File: config.mk
export PLATFORM = sky130hd
export DESIGN_NAME = ov7670_frame_capture
export DESIGN_NICKNAME = d
export VERILOG_FILES = /design/src/rtl/ov7670_frame_capture.sv
export SDC_FILE = /design/constraint.sdc
export NUM_CORES = 1
export LEC_CHECK = 0
export BUFFER_PORTS_ARGS = -buffer_cell sky130_fd_sc_hd__buf_2
export CAP_MARGIN = 10
export CORE_AREA = 2 2 100 174
export CTS_CLUSTER_SIZE = 12
export DETAILED_ROUTE_END_ITERATION = 6
export DIE_AREA = 0 0 102 176
export MAX_ROUTING_LAYER = met4
export SLEW_MARGIN = 5
export SYNTH_ARGS = -nofsm -noshare
export SYNTH_HDL_FRONTEND = slang
export SYNTH_SLANG_ARGS = --single-unit
File: constraint.sdc
create_clock -name pclk -period 3 [get_ports pclk]
set_input_delay 0.3 -clock pclk [delete_from_list [all_inputs] [get_ports pclk]]
set_output_delay 0.3 -clock pclk [all_outputs]
set_load 0.05 [all_outputs]
File: src/rtl/ov7670_frame_capture.sv
// OV7670 parallel-bus framer: packs byte pairs into RGB565 pixels and writes them to the frame buffer.
// Latency: the second byte sampled at edge n gives fb_we high in the cycle after edge n+2.
// Backpressure: none. The camera cannot be stalled, so the BRAM port must accept one write per cycle.
module ov7670_frame_capture #(
   parameter int H_ACT       = 320,
   parameter int V_ACT       = 240,
   parameter int SKIP_FRAMES = 2,
   parameter int ADDR_W      = 17
) (
   input  logic              pclk,
   input  logic              rst_n,
   input  logic              cap_en,
   input  logic              cam_vsync,
   input  logic              cam_href,
   input  logic [7:0]        cam_d,
   output logic [ADDR_W-1:0] fb_addr,
   output logic [15:0]       fb_data,
   output logic              fb_we,
   output logic              frame_done,
   output logic              busy
);

   localparam int PW = $clog2(H_ACT + 1);
   localparam int LW = $clog2(V_ACT + 1);
   localparam int SW = (SKIP_FRAMES > 0) ? $clog2(SKIP_FRAMES + 1) : 1;

   localparam logic [PW-1:0]     H_LIM  = PW'(H_ACT);
   localparam logic [LW-1:0]     V_LIM  = LW'(V_ACT);
   localparam logic [SW-1:0]     S_LIM  = SW'(SKIP_FRAMES);
   localparam logic [ADDR_W-1:0] H_STEP = ADDR_W'(H_ACT);

   typedef enum logic [1:0] {IDLE, SYNC, BLANK, ACTIVE} state_t;

   state_t state, state_nxt;

   // registered camera pins and their delayed copies for edge detection
   logic       vs_r, hr_r, vs_d, hr_d;
   logic [7:0] d_r;
   logic       vs_rise, vs_fall, hr_fall;

   // byte assembly and position tracking
   logic              phase;
   logic [7:0]        hi_byte;
   logic [PW-1:0]     pix;
   logic [LW-1:0]     line;
   logic [ADDR_W-1:0] line_base;
   logic [SW-1:0]     skip_cnt;
   logic              skipping;

   // completed pixel waiting one cycle before it is presented to the BRAM
   logic              pend_we;
   logic [ADDR_W-1:0] pend_addr;
   logic [15:0]       pend_dat;

   // FSM strobes
   logic clr_frame;
   logic end_frame;

   assign vs_rise  = vs_r & ~vs_d;
   assign vs_fall  = ~vs_r & vs_d;
   assign hr_fall  = ~hr_r & hr_d;
   assign skipping = (skip_cnt < S_LIM);
   assign busy     = (state == BLANK) || (state == ACTIVE);

   // input synchronising stage plus one-cycle history for edge detects
   always_ff @(posedge pclk or negedge rst_n) begin
      if (!rst_n) begin
         vs_r <= 1'b0;
         hr_r <= 1'b0;
         d_r  <= 8'h00;
         vs_d <= 1'b0;
         hr_d <= 1'b0;
      end else begin
         vs_r <= cam_vsync;
         hr_r <= cam_href;
         d_r  <= cam_d;
         vs_d <= vs_r;
         hr_d <= hr_r;
      end
   end

   // state register
   always_ff @(posedge pclk or negedge rst_n) begin
      if (!rst_n) state <= IDLE;
      else        state <= state_nxt;
   end

   // next-state logic; SYNC waits for a full VSYNC so a frame is never joined midway
   always_comb begin
      state_nxt = state;
      clr_frame = 1'b0;
      end_frame = 1'b0;
      case (state)
         IDLE: begin
            if (cap_en) state_nxt = SYNC;
         end
         SYNC: begin
            if (!cap_en)      state_nxt = IDLE;
            else if (vs_rise) state_nxt = BLANK;
         end
         BLANK: begin
            if (vs_fall) begin
               state_nxt = ACTIVE;
               clr_frame = 1'b1;
            end
         end
         ACTIVE: begin
            // cap_en is only sampled here so a started frame always completes
            if (vs_rise) begin
               end_frame = 1'b1;
               state_nxt = cap_en ? BLANK : IDLE;
            end
         end
         default: state_nxt = IDLE;
      endcase
   end

   // byte pairing, pixel/line counters and skip-frame bookkeeping
   always_ff @(posedge pclk or negedge rst_n) begin
      if (!rst_n) begin
         phase     <= 1'b0;
         hi_byte   <= 8'h00;
         pix       <= '0;
         line      <= '0;
         line_base <= '0;
         skip_cnt  <= '0;
         pend_we   <= 1'b0;
         pend_addr <= '0;
         pend_dat  <= 16'h0000;
      end else begin
         pend_we <= 1'b0;
         if (clr_frame) begin
            phase     <= 1'b0;
            pix       <= '0;
            line      <= '0;
            line_base <= '0;
         end else if (state == ACTIVE) begin
            if (hr_r) begin
               phase <= ~phase;
               if (!phase) begin
                  hi_byte <= d_r;
               end else begin
                  pend_dat  <= {hi_byte, d_r};
                  pend_addr <= line_base + ADDR_W'(pix);
                  // overflow pixels/lines and skipped frames are counted but not written
                  pend_we   <= (pix < H_LIM) && (line < V_LIM) && !skipping;
                  if (pix < H_LIM) pix <= pix + 1'b1;
               end
            end else begin
               // a lone trailing byte is dropped by resetting the phase
               phase <= 1'b0;
               // frame end takes precedence over a coincident line end
               if (hr_fall && !vs_rise && (pix != '0)) begin
                  pix <= '0;
                  if (line < V_LIM) begin
                     line      <= line + 1'b1;
                     line_base <= line_base + H_STEP;
                  end
               end
            end
         end
         if (end_frame && skipping) skip_cnt <= skip_cnt + 1'b1;
      end
   end

   // BRAM write port; address and data hold between strobes
   always_ff @(posedge pclk or negedge rst_n) begin
      if (!rst_n) begin
         fb_we      <= 1'b0;
         fb_addr    <= '0;
         fb_data    <= 16'h0000;
         frame_done <= 1'b0;
      end else begin
         fb_we      <= pend_we;
         frame_done <= end_frame && !skipping;
         if (pend_we) begin
            fb_addr <= pend_addr;
            fb_data <= pend_dat;
         end
      end
   end

endmodule

==> flow_summary.json <==
{
  "status": "finished, final reports clean",
  "dieArea_um2": 17950,
  "final_cell_mix": "dfrtp_1 (122), nand2_1 (97), buf_2 (47)",
  "syn-cell-area_um2": 5167,
  "drtIter0Drc": 264,
  "diodes": 0,
  "synthAdderAreaFrac": 0.01695,
  "drive_above_1_share": 0.2500,
  "slew_headroom": 0.5769,
  "worst_clock_skew_ps": 13.92,
  "fp.coreArea_um2": 16450,
  "via_per_inst": 4.929,
  "synth_xor_area_frac": 0.006780,
  "tightest_slew_ps": 633.3,
  "numPortBuffers": 48,
  "cp.arrival_ps": 2700,
  "cap_violations": 0,
  "clk_pin_slew_worst_paths_ps": 60,
  "synthMuxAreaShare": 0.1031,
  "die_w_um": 102,
  "postLayoutCellArea_um2": 6374,
  "hold_viol": 0,
  "finalCriticalPeriod_ps": 2440,
  "hold_class": "primary input to register",
  "setup_tns_ps": 0,
  "critPathCaptureType": "register",
  "rows": 62,
  "ys_seq_area_frac": 0.5908,
  "required_ps": 3260,
  "clock_latency_ps": 420,
  "p_leak_nw": 3.026,
  "placement.cell_area_um2": 5672,
  "final_core_utilization": 0.3876,
  "cts_buffer_depth": 2,
  "post-route-period-util": 0.8132,
  "cts_made_buffers": 17,
  "firstDrtPassIters": 4,
  "power_density_nw_per_um2": 938.0,
  "cts-root-buf": "clkbuf_16",
  "worstPathMaxFanout": 18,
  "setup_viol": 0,
  "rsz0062_at_grt": "false",
  "ys.flop_type": "dfrtp_1",
  "hpwl_um": 7462,
  "ys_warn_count": 0,
  "synth_compound_area_frac": 0.09492,
  "pre_cts_ws_ps": 588.4,
  "avgRoutedWirePerCell_um": 14.46,
  "startpoint_type": "register",
  "synthSimpleGateAreaFrac": 0.1625,
  "fp.dieH_um": 176,
  "gp_congestion": 0.8765,
  "synth_top_family_by_area": "simple AND/OR/NAND/NOR gates",
  "htree_levels": 4,
  "fmax_ghz": 0.4099,
  "area_growth_pct": 23.34,
  "whs_ps": 146.6,
  "cts_tree": "yes",
  "grt_pass1_wl_um": 18800,
  "synth_cell_type_count": 46,
  "drc": 0,
  "grt_usage": 0.1376,
  "ys_async_sr_fraction": 1.000,
  "setup_slack_ps": 560.3,
  "critical_path_class": "register to register",
  "initial_core_util": 0.3142,
  "netlist_instances": 465,
  "synth_edf_count": 0,
  "finalNetCount": 547,
  "grt_overflow": 0,
  "syn-num-nets": 485,
  "io_pins": 49,
  "grt_pass1_vias": 3847,
  "antenna_found_initial": 0,
  "ant_nets": 0,
  "grt_max_degree": 53,
  "ys_ff_latch": 122,
  "synth.avg_cell_area_um2": 11.11,
  "finalMaxSlewViolations": 0,
  "vdd_drop_max_uv": 420.3,
  "clkSinkCount": 122,
  "layout_commonest_cell": "dfrtp_1",
  "vias": 3766,
  "finalWirelength_um": 11050
}
==> repair_timing <==
action	4_1_cts	5_1_grt
hold buffers	10	1
buffers inserted	0	0
hold endpoints to repair	42	1
gates resized for setup	0	0
==> routing by layer <==
metal  routed length [µm]  up-vias  GRT usage  part of all wire
li1                     -     1789          -                 -
met1                 4517     1881     0.1429              0.41
met2                 5893       77     0.2355              0.53
met3                  328       19    0.03840             0.030
met4                  307        0    0.06722             0.028
met5                    0        -          -                 0
==> area by class of cell <==
class,count,area (µm²)
Clock buffer,17,425.4
Timing Repair Buffer,68,432.9
Inverter,8,30.03
Fill cell,1613,10070
Tap cell,224,280.3
Multi-Input combinational cell,310,1986
Clock inverter,15,166.4
Sequential cell,122,3053
==> cell families after synthesis <==
group,after synthesis
AND/OR/NAND/NOR,178
flip-flops,122
AO/OA/AOI/OAI,73
multiplexers,48
buffers and inverters,33
adder cells (fa/ha/maj),7
XOR/XNOR,4
==> power breakdown <==
part | switching [W] | internal [W]
clock | 0.000781 | 0.00124
combinational | 0.00102 | 0.000520
sequential | 0.000309 | 0.00211
total | 0.00211 | 0.00387
==> synth_stat cells, types with 7 or more instances <==
library cell	number	share of area
mux2_2	42	0.092
o31ai_1	7	0.010
nand3_1	17	0.016
inv_1	8	0.0058
clkbuf_1	21	0.015
or3_1	8	0.0097
nand2_1	97	0.070
o21ai_0	24	0.023
ha_1	7	0.017
nor2_1	16	0.012
dfrtp_1	122	0.59
a31oi_1	11	0.013
==> metrics by stage <==
| step | cells | power (W) |
|---|---|---|
| final | 764 | 0.005979 |
| after global routing | 764 | 0.006326 |
| after CTS | 763 | 0.006052 |
| after detailed placement | 721 | 0.003996 |
| after global placement | 721 | 0.003933 |
| after floorplan | 465 | 0.003566 |
==> critical path, stage by stage, from the launching register on <==
cell and delay [ps]:
dfrtp_1 420, inv_1 70, ha_1 200, nor4b_1 160, a2111o_1 620, a21boi_1 620
o21ai_0 200
==> path summary, 6_finish.rpt <==
check / slack, ps / to / start / cells after the start
setup / recovery: 560 / pix[6] / pix[0] / 6
hold reg to reg: 450 / vs_d / vs_r / 0
hold / removal: 150 / state[1] / cap_en / 2
setup reg to reg: 560 / pix[6] / pix[0] / 6
max in group asynchronous: 1760 / fb_data[10] / rst_n / 3
min in group asynchronous: 390 / fb_addr[15] / rst_n / 2
==> state kept, by name (all words and copies together), names as in the netlist, 8 cells and up <==
register and flops:
pend_addr 17, pix 9, line_base 11, d_r 8, fb_data 16, fb_addr 17
hi_byte 8, line 8, pend_dat 16
(Power assumes the default switching activity.)
